### config.mk
export PLATFORM = sky130hd
export DESIGN_NAME = dff_pipeline_flat
export DESIGN_NICKNAME = d
export VERILOG_FILES = /design/src/rtl/dff_pipeline_if.sv /design/src/rtl/dff_pipeline.sv /design/src/flat_wrapper.sv
export SDC_FILE = /design/constraint.sdc
export NUM_CORES = 1
export LEC_CHECK = 0
export ABC_AREA = 1
export CORE_ASPECT_RATIO = 1.75
export CORE_MARGIN = 8
export CORE_UTILIZATION = 51
export DETAILED_ROUTE_END_ITERATION = 8
export PLACE_DENSITY = 0.83
export SLEW_MARGIN = 20
export SYNTH_ARGS = -nofsm -noshare
export SYNTH_HDL_FRONTEND = slang
export SYNTH_SLANG_ARGS = --single-unit
export TNS_END_PERCENT = 20
### constraint.sdc
create_clock -name clk -period 1.8 [get_ports clk]
set_clock_uncertainty 0.15 [all_clocks]
set_input_delay 0.27 -clock clk [delete_from_list [all_inputs] [get_ports clk]]
set_output_delay 0.27 -clock clk [all_outputs]
set_load 0.02 [all_outputs]
### src/rtl/dff_pipeline_if.sv
// Handshake bundle for dff_pipeline: upstream valid/ready/data, downstream
// valid/ready/data, flush and occupancy.
interface dff_pipeline_if #(
    parameter int unsigned WIDTH = 8,
    parameter int unsigned DEPTH = 4
);
    logic                       flush;
    logic                       in_valid;
    logic                       in_ready;
    logic [WIDTH-1:0]           d;
    logic                       out_valid;
    logic                       out_ready;
    logic [WIDTH-1:0]           q;
    logic [$clog2(DEPTH+1)-1:0] occupancy;

    modport master (
        output flush, in_valid, d, out_ready,
        input  in_ready, out_valid, q, occupancy
    );

    modport slave (
        input  flush, in_valid, d, out_ready,
        output in_ready, out_valid, q, occupancy
    );
endinterface

### src/rtl/dff_pipeline.sv
// Stallable DEPTH-stage register pipeline with per-stage valid bits, bubble
// collapse, synchronous flush and valid/ready handshake on both ends.
module dff_pipeline #(
    parameter int unsigned      WIDTH     = 8,
    parameter int unsigned      DEPTH     = 4,
    parameter logic [WIDTH-1:0] RESET_VAL = '0
) (
    input logic           clk,
    input logic           reset,
    dff_pipeline_if.slave bus
);
    localparam int unsigned OCC_W = $clog2(DEPTH + 1);

    logic [WIDTH-1:0] data_q [DEPTH];
    logic [WIDTH-1:0] data_d [DEPTH];
    logic [DEPTH-1:0] valid_q;
    logic [DEPTH-1:0] valid_d;
    logic [DEPTH:0]   rdy;
    logic [OCC_W-1:0] occ;

    // Stage i can load when any stage from i downward is empty or the consumer pops;
    // written flat so the chain has no self-referencing loop.
    always_comb begin
        rdy = '0;
        for (int i = 0; i <= int'(DEPTH); i++) begin
            rdy[i] = bus.out_ready;
            for (int j = i; j < int'(DEPTH); j++) begin
                if (!valid_q[j]) begin
                    rdy[i] = 1'b1;
                end
            end
        end
    end

    always_comb begin
        valid_d = valid_q;
        data_d  = data_q;
        if (rdy[0]) begin
            valid_d[0] = bus.in_valid;
            data_d[0]  = bus.d;
        end
        for (int i = 1; i < int'(DEPTH); i++) begin
            if (rdy[i]) begin
                valid_d[i] = valid_q[i-1];
                data_d[i]  = data_q[i-1];
            end
        end
        // Flush only drops the valid bits; data keeps its stale contents.
        if (bus.flush) begin
            valid_d = '0;
            data_d  = data_q;
        end
    end

    always_ff @(posedge clk) begin
        if (reset) begin
            valid_q <= '0;
            for (int i = 0; i < int'(DEPTH); i++) begin
                data_q[i] <= RESET_VAL;
            end
        end else begin
            valid_q <= valid_d;
            data_q  <= data_d;
        end
    end

    always_comb begin
        occ = '0;
        for (int i = 0; i < int'(DEPTH); i++) begin
            occ = occ + OCC_W'(valid_q[i]);
        end
    end

    // While reset is high, anything offered is accepted and then discarded by the reset.
    assign bus.in_ready  = reset ? bus.out_ready : (rdy[0] && !bus.flush);
    assign bus.out_valid = valid_q[DEPTH-1];
    assign bus.q         = data_q[DEPTH-1];
    assign bus.occupancy = occ;
endmodule

### src/flat_wrapper.sv
// flat-port wrapper written by rule: the top's interface ports become plain ports
module dff_pipeline_flat 
#(
    parameter int unsigned      WIDTH     = 8,
    parameter int unsigned      DEPTH     = 4,
    parameter logic [WIDTH-1:0] RESET_VAL = '0
)
  (clk, reset, bus_flush, bus_in_valid, bus_d, bus_out_ready, bus_in_ready, bus_out_valid, bus_q, bus_occupancy);
  dff_pipeline_if #(.WIDTH(WIDTH), .DEPTH(DEPTH)) bus_i ();
  input logic clk;
  input logic reset;
  input wire logic [$bits(bus_i.flush)-1:0] bus_flush;
  input wire logic [$bits(bus_i.in_valid)-1:0] bus_in_valid;
  input wire logic [$bits(bus_i.d)-1:0] bus_d;
  input wire logic [$bits(bus_i.out_ready)-1:0] bus_out_ready;
  output wire logic [$bits(bus_i.in_ready)-1:0] bus_in_ready;
  output wire logic [$bits(bus_i.out_valid)-1:0] bus_out_valid;
  output wire logic [$bits(bus_i.q)-1:0] bus_q;
  output wire logic [$bits(bus_i.occupancy)-1:0] bus_occupancy;
  assign bus_i.flush = bus_flush;
  assign bus_i.in_valid = bus_in_valid;
  assign bus_i.d = bus_d;
  assign bus_i.out_ready = bus_out_ready;
  assign bus_in_ready = bus_i.in_ready;
  assign bus_out_valid = bus_i.out_valid;
  assign bus_q = bus_i.q;
  assign bus_occupancy = bus_i.occupancy;
  dff_pipeline #(.WIDTH(WIDTH), .DEPTH(DEPTH), .RESET_VAL(RESET_VAL)) u_core (.clk(clk), .reset(reset), .bus(bus_i));
endmodule
**Word-level counts from Yosys, hierarchy flattened**

Index checks and enable logic that the tools add are counted.

- Input bits: 13
- Register bits after elaboration: 36
- Output and inout bits: 13
- Logic and storage cells: 30

- Bitwise logic cells: 1
- Mux-type cells: 11
- Add/sub/neg operators: 3
- Reductions and logical operators: 7

Operator list:

| cell | number |
|---|---|
| $mux 1 | 11 |
| $reduce_and 2->1 | 4 |
| $add 3x1->3 | 2 |
| $add 1x1->2 | 1 |
| $reduce_or 2->1 | 1 |
| $logic_and 1x1->1 | 1 |
| $logic_not 1->1 | 1 |
| $not 1->1 | 1 |

**Longest topological paths before layout**

Gate-level depths: netlist (run 1).

- Depth in word-level cells: 6
- Mapped depth: 7

**Worst setup path after synthesis (run 1)**

No wires, ideal clock.

- Path type: register to output
- Start point: reg u_core.valid_q[1]
- End point: out bus_occupancy[1]
- Cell stages (with the launch flop): 4
- Path buffers: 0
- Path slack: 0.002 ns
- Required time: 1.380 ns
- Arrival: 1.378 ns
- Path through: dfxtp_1 > ha_1 > fa_1 > ha_1

- Longest elaborated chain between the ends: 3

Ends and longest elaborated chain:

| item | line | text |
|---|---|---|
| from (decl) | dff_pipeline.sv:16 | `logic [DEPTH-1:0] valid_q;` |
| from (signal assigned) | dff_pipeline.sv:62 | `valid_q <= valid_d;` |
| $add 1x1->2 | dff_pipeline.sv:70 | `occ = occ + OCC_W'(valid_q[i]);` |
| $add 3x1->3 (2 in series) | dff_pipeline.sv:70 |  |
| to (decl) | flat_wrapper.sv:19 | `output wire logic [$bits(bus_i.occupancy)-1:0] bus_occupancy;` |

No other way between the ends.

**Final worst setup path (run 1)**

Ends and elaborated chain as after synthesis.

==> impl_metrics.py, run 1 <==
metrics = {
    "logic_synthesis": {
        "synthArstFlopShare": 0,
        "synth.top_cell.area_share": 0.494,
        "synthSimpleGateAreaFrac": 0.250,
        "synth_compound_area_frac": 0.120,
        "synth_edf_count": 0,
        "yosysMostFrequentCell": "nor2_1",
        "synth_area_sq_um": 1460,
        "netlist_top_cells_count": "nor2_1 (58), dfxtp_1 (36), o21ai_0 (24), inv_1 (16), nand2_1 (12)",
        "ys_ff_latch": 36,
        "synth_area_per_cell_sq_um": 7.67,
        "synth_area_leaders": "dfxtp_1 (49%), nor2_1 (15%), o21ai_0 (8.2%)",
        "netlist_instances": 190,
        "synthAdderAreaFrac": 0.0309,
        "synth_top_family_by_area": "simple AND/OR/NAND/NOR gates",
        "yosysSeqAreaShare": 0.494,
        "yosysWarnings": 0,
        "synthXorXnorAreaFrac": 0,
        "synthMuxAreaShare": 0,
        "yosysTopAreaCell": "dfxtp_1",
        "ys_types": 17,
        "synth_fp_nets": 206,
        "synth-main-ff-cell": "dfxtp_1",
    },
    "setup_path": {
        "r2r_start": "u_core.valid_q[3]",
        "required_ns": 1.38,
        "crit_top_cell": "ha_4",
        "crit_chain": "ha_4 -> fa_2 -> ha_4 -> buf_6",
        "critPathMaxStageDelay_ns": 0.37,
        "critical_path_class": "reg -> out",
        "startpoint_type": "flip-flop",
        "path_buf_inv": 1,
        "path_delay_family": "adder cells",
        "worstRegToRegCells": 9,
        "reg2reg_slack_ns": 0.24,
        "worst-path-max-fanout": 2,
        "rr_endpoint": "u_core.data_q[19]",
        "arrival_ns": 1.59,
        "critical_path.slowest_cell": "fa_2",
        "crit_path_end_kind": "primary output",
    },
    "global_routing": {
        "grt_overflow": 0,
        "grt_pass1_wl_um": 4800,
        "grt_pass1_vias": 1227,
        "antenna_found_initial": 0,
        "grt_usage": 0.120,
        "grt_start_max_net_pins": 34,
    },
    "pwr": {
        "power_mw": 1.75,
        "ir_drop_uv": 727,
        "netSwitchingFraction": 0.225,
        "power.density_nw_per_um2": 926,
        "intPower_mw": 1.35,
        "p_sw_uw": 392,
        "seqPwrFrac": 0.497,
        "combPwrFrac": 0.115,
        "p_clk_frac": 0.388,
        "p_leak_nw": 0.864,
    },
    "hold_path": {
        "hold_path_end": "u_core.data_q[27]",
        "hp-class": "reg -> reg",
        "whs_path_depth": 2,
        "hp-start": "u_core.data_q[27]",
    },
    "job": {
        "max_cap_viol_count": 0,
    },
    "detailed_routing": {
        "dr.pass1.iters": 4,
        "vias_per_cell": 4.88,
        "totalWireLength_um": 2570,
        "via_count": 1206,
        "wl_per_cell_um": 10.4,
        "drt_iter0_markers": 9,
        "drc": 0,
        "final_antenna_net_count": 0,
    },
    "final_layout": {
        "insertedDiodeCount": 0,
        "final_cells": 247,
        "syn_to_final_growth_pct": 29.4,
        "fin_nets": 235,
        "fill_cells": 235,
        "fin_util": 0.693,
        "drive_above_1_share": 0.155,
    },
    "placed_design": {
        "place_ws_ns": -0.450,
        "place_congestion": 0.723,
        "hpwlAfterDp_um": 1830,
        "port_buffers": 25,
        "dp.cells": 239,
    },
    "cts": {
        "ctsHoldBuffers": 0,
        "cts_tree": "built",
        "clk-insertion-delay-late_ns": 0.28,
        "cts_setup_buffers": 0,
        "clock-sinks": 36,
        "cts-root-buf": "clkbuf_8",
        "cts_inserted_buffers": 5,
        "htree_num_levels": 2,
        "clock_path_buffers": 2,
        "cts.clk_slew.worst_paths_ns": 0.06,
    },
    "floorplanning": {
        "ios": 26,
        "die_area_sq_um": 4890,
        "core_area_sq_um": 2720,
        "initial_core_util": 0.536,
        "rows": 25,
        "die_y_um": 86.7,
        "die_w_um": 56.4,
    },
    "sta": {
        "worst_slew_pin_slew_ns": 0.272,
        "clock.fmax_mhz": 497,
        "setup_viol_count_final": 3,
        "final_hold_viol_count": 0,
        "grt_setup_unrepaired": "true",
        "period_needed_ns": 2.01,
        "finalWorstSetupSlack_ns": -0.214,
        "slew_viol_final": 0,
        "post-route-period-util": 1.12,
        "max-slew-margin-rel": 0.819,
    },
    "outcome": {
        "status": "finished with violations",
        "violations": "negative setup slack",
    },
}
==> timing repair <==
action | in CTS | in global routing
gates resized for setup | 27 | 1
pin swaps | 3 | 0
gates cloned | 0 | 0
endpoints found under the setup margin | 4 | 4
==> cell families after synthesis <==
logic type / Yosys count
compound gates: 35
fa+ha+maj: 3
flops: 36
buf+inv: 31
simple gates: 85
==> tightest hold or removal path: stages (launching register included) <==
cell	delay, ns
dfxtp_1	0.32
a21oi_1	0.04
nor2_1	0.08
==> routing by layer <==
| layer | GRT usage | vias to the layer above | part of all wire |
|---|---|---|---|
| met5 | 0 | - | 0 |
| met3 | 0.0351 | 8 | 0.043 |
| met2 | 0.221 | 27 | 0.53 |
| met1 | 0.105 | 521 | 0.39 |
| li1 | - | 650 | - |
| met4 | 0.0879 | 0 | 0.040 |
==> area by class of cell <==
type,count,area (sq um),area share
tap,27,33.8,0.0179
inverter,17,63.8,0.0338
sequential,36,724,0.384
clock inverter,2,35.0,0.0186
timing repair buffer,36,344,0.182
clock buffer,6,72.6,0.0385
multi-input combinational,123,612,0.324
==> metrics by stage <==
| step | cell area, sq um | hold slack [ns] | setup TNS (ns) |
|---|---|---|---|
| after floorplan | 1460 | 0.254 | 0 |
| after global placement | 1750 | 0.303 | -1.29 |
| after detailed placement | 1750 | 0.312 | -1.66 |
| after CTS | 1890 | 0.330 | -0.518 |
| after global routing | 1890 | 0.359 | -0.563 |
| final | 1890 | 0.325 | -0.458 |
==> sequential cells by signal, indices dropped and copies added, names as in the netlist <==
signal	count
u_core.data_q	24
u_core.bus.q	8
u_core.valid_q	4
==> power by group through the flow <==
| stage | clock [mW] | sequential (mW) | combinational [mW] |
|---|---|---|---|
| 3_3_place_gp | 0 | 0.882 | 0.196 |
| 3_5_place_dp | 0 | 0.883 | 0.202 |
| 6_report | 0.677 | 0.867 | 0.201 |
| 5_1_grt | 0.722 | 0.872 | 0.232 |
| 2_1_floorplan | 0 | 0.880 | 0.133 |
| 4_1_cts | 0.692 | 0.867 | 0.205 |
==> cell usage in the layout (no fill, tap or decap), types with 2 or more instances in the layout <==
cell type	synthesis	routed
inv_1	16	16
nand3_1	10	10
nand2_2	2	2
ha_4	0	2
buf_4	9	10
clkdlybuf4s50_1	0	21
nor2_1	58	58
a21oi_1	11	11
dfxtp_2	0	3
nand2_1	12	12
buf_6	0	3
o21ai_0	24	24
dfxtp_1	36	33
clkbuf_8	0	5
==> how the worst max path moves through the flow <==
stage               depth (start not counted)              start               end
floorplan                                   3  u_core.valid_q[1]  bus_occupancy[1]
global placement                            4  u_core.valid_q[0]  bus_occupancy[1]
detailed placement                          4  u_core.valid_q[0]  bus_occupancy[1]
CTS                                         4  u_core.valid_q[1]  bus_occupancy[1]
global route                                4  u_core.valid_q[1]  bus_occupancy[1]
finish                                      4  u_core.valid_q[1]  bus_occupancy[1]
Note: power is estimated with default switching activity, not from simulation.
==> run 2, diff against run 1 <==
--- a/config.mk
+++ b/config.mk
@@ -6,11 +6,13 @@
 export NUM_CORES = 1
 export LEC_CHECK = 0
 export ABC_AREA = 1
+export CELL_PAD_IN_SITES_DETAIL_PLACEMENT = 1
+export CELL_PAD_IN_SITES_GLOBAL_PLACEMENT = 1
 export CORE_ASPECT_RATIO = 1.75
 export CORE_MARGIN = 8
-export CORE_UTILIZATION = 51
+export CORE_UTILIZATION = 37
 export DETAILED_ROUTE_END_ITERATION = 8
-export PLACE_DENSITY = 0.83
+export PLACE_DENSITY = 0.82
 export SLEW_MARGIN = 20
 export SYNTH_ARGS = -nofsm -noshare
 export SYNTH_HDL_FRONTEND = slang
==> run 2 against run 1 <==
- the flow still finishes with violations (negative setup slack)
- maximum frequency fell by 1.5%
- worst setup slack got worse by 0.030 ns
- die area rose by 28%
- clock power fell by 14%
- final cell count rose by 9.7%
- first-iteration DRC count rose to 4.1 times the previous value
- sequential cell count did not move
- combinational power rose by 4%
- critical endpoint unchanged
==> impl_metrics.py, run 2 (synthesized netlist as in run 1, its figures left out) <==
metrics = {
    "pwr": {
        "power.density_nw_per_um2": 857,
        "power_mw": 1.66,
        "p_leak_nw": 0.889,
        "ir_drop_uv": 662,
    },
    "job": {
        "max_cap_viol_count": 0,
    },
    "setup_path": {
        "arrival_ns": 1.62,
        "crit_top_cell": "ha_4",
        "critical_path.slowest_cell": "fa_2",
        "crit_chain": "ha_4 -> fa_2 -> ha_4 -> buf_6",
        "critPathMaxStageDelay_ns": 0.38,
        "critical_path_class": "reg -> out",
        "worst-path-max-fanout": 2,
        "crit_path_end_kind": "primary output",
        "startpoint_type": "flip-flop",
        "required_ns": 1.38,
    },
    "final_layout": {
        "final_cell_mix": "nor2_1 (58), dfxtp_1 (33), o21ai_0 (24), clkdlybuf4s50_1 (20), inv_1 (16)",
        "fin_nets": 238,
        "fin_util": 0.506,
        "syn_to_final_growth_pct": 32.8,
        "largest_register_ff_count": 24,
        "drive_above_1_share": 0.166,
        "fill_cells": 503,
        "insertedDiodeCount": 0,
        "final_cells": 271,
        "regMostFlops": "u_core.data_q",
        "final_common_cell": "nor2_1",
    },
    "floorplanning": {
        "die_w_um": 63.4,
        "core_area_sq_um": 3830,
        "initial_core_util": 0.381,
        "rows": 30,
        "die_y_um": 99.0,
        "ios": 26,
        "die_area_sq_um": 6280,
    },
    "detailed_routing": {
        "dr.pass1.iters": 4,
        "wl_per_cell_um": 11.3,
        "via_count": 1238,
        "drt_iter0_markers": 37,
        "totalWireLength_um": 3050,
        "drc": 0,
        "vias_per_cell": 4.57,
        "final_antenna_net_count": 0,
    },
    "global_routing": {
        "grt_overflow": 0,
        "grt_usage": 0.109,
        "grt_pass1_wl_um": 5620,
        "antenna_found_initial": 0,
        "grt_pass1_vias": 1335,
        "grt_start_max_net_pins": 34,
    },
    "cts": {
        "cts_tree": "built",
        "clk-insertion-delay-late_ns": 0.28,
        "clock_path_buffers": 2,
        "cts.clk_slew.worst_paths_ns": 0.07,
        "cts-root-buf": "clkbuf_8",
        "htree_num_levels": 2,
        "cts_setup_buffers": 0,
        "clock-sinks": 36,
        "cts_inserted_buffers": 5,
    },
    "placed_design": {
        "dp.cells": 263,
        "port_buffers": 25,
        "place_congestion": 0.682,
        "place_ws_ns": -0.476,
        "hpwlAfterDp_um": 2140,
    },
    "sta": {
        "hold-worst-slack_ns": 0.327,
        "final_hold_viol_count": 0,
        "period_needed_ns": 2.04,
        "max-slew-margin-rel": 0.800,
        "clock.fmax_mhz": 489,
        "worst_slew_pin_slew_ns": 0.299,
        "finalWorstSetupSlack_ns": -0.243,
        "setup_viol_count_final": 3,
        "post-route-period-util": 1.14,
        "slew_viol_final": 0,
        "grt_setup_unrepaired": "true",
    },
    "hold_path": {
        "hp-class": "reg -> reg",
    },
    "outcome": {
        "violations": "negative setup slack",
        "status": "finished with violations",
    },
}
==> run 2: cell types whose count changed in the layout (fill, tap and decap cells not counted) <==
cell	change
buf_12	+1
buf_4	+2
bufinv_16	-1
clkbuf_8	+1
clkdlybuf4s50_1	-1
clkinv_2	-1
clkinvlp_4	+1
dlymetal6s2s_1	+1
==> run 2: area by class of cell <==
class	count	area (sq um)	area share
timing repair buffer	39	382	0.197
clock buffer	7	86.3	0.0446
inverter	17	63.8	0.0330
multi-input combinational	123	612	0.316
sequential	36	724	0.374
tap	48	60.1	0.0310
clock inverter	1	7.51	0.00388
==> run 2: timing repair <==
| action | CTS | global route |
|---|---|---|
| hold buffers | 0 | 0 |
| endpoints found under the setup margin | 5 | 5 |
| resized for setup | 27 | 2 |
| pin swaps | 3 | 0 |
==> run 2: final timing paths <==
kind | slack (ns) | cells past startpoint | start | to
worst min-delay path | 0.33 | 2 | u_core.data_q[25] | u_core.data_q[25]
worst max-delay path | -0.24 | 4 | u_core.valid_q[1] | bus_occupancy[1]
worst max register to register | 0.24 | 9 | u_core.valid_q[3] | u_core.data_q[12]
worst min register to register | 0.33 | 2 | u_core.data_q[25] | u_core.data_q[25]
==> run 2: critical path: cells and delay by family, from the launching register on <==
kind       cells  cell delay [ns]
fa+ha+maj      3             0.90
flops          1             0.34
buf+inv        1             0.11
==> run 2: layer usage <==
layer,track usage,vias to the layer above,part of all wire
met5,0,-,0
met4,0.0570,0,0.015
met3,0.0341,4,0.032
met2,0.204,20,0.55
met1,0.101,561,0.40
li1,-,653,-
==> run 2: where the power goes <==
part / switching, mW / internal [mW]
Sequential: 0.0221 / 0.845
Combinational: 0.107 / 0.102
Clock: 0.271 / 0.311
Total: 0.401 / 1.26
==> run 2: stage by stage <==
| step | TNS [ns] | area, sq um |
|---|---|---|
| after detailed placement | -1.72 | 1810 |
| after CTS | -0.525 | 1940 |
| final | -0.539 | 1940 |
| after global placement | -1.29 | 1810 |
| after floorplan | 0 | 1460 |
| after global routing | -0.670 | 1940 |
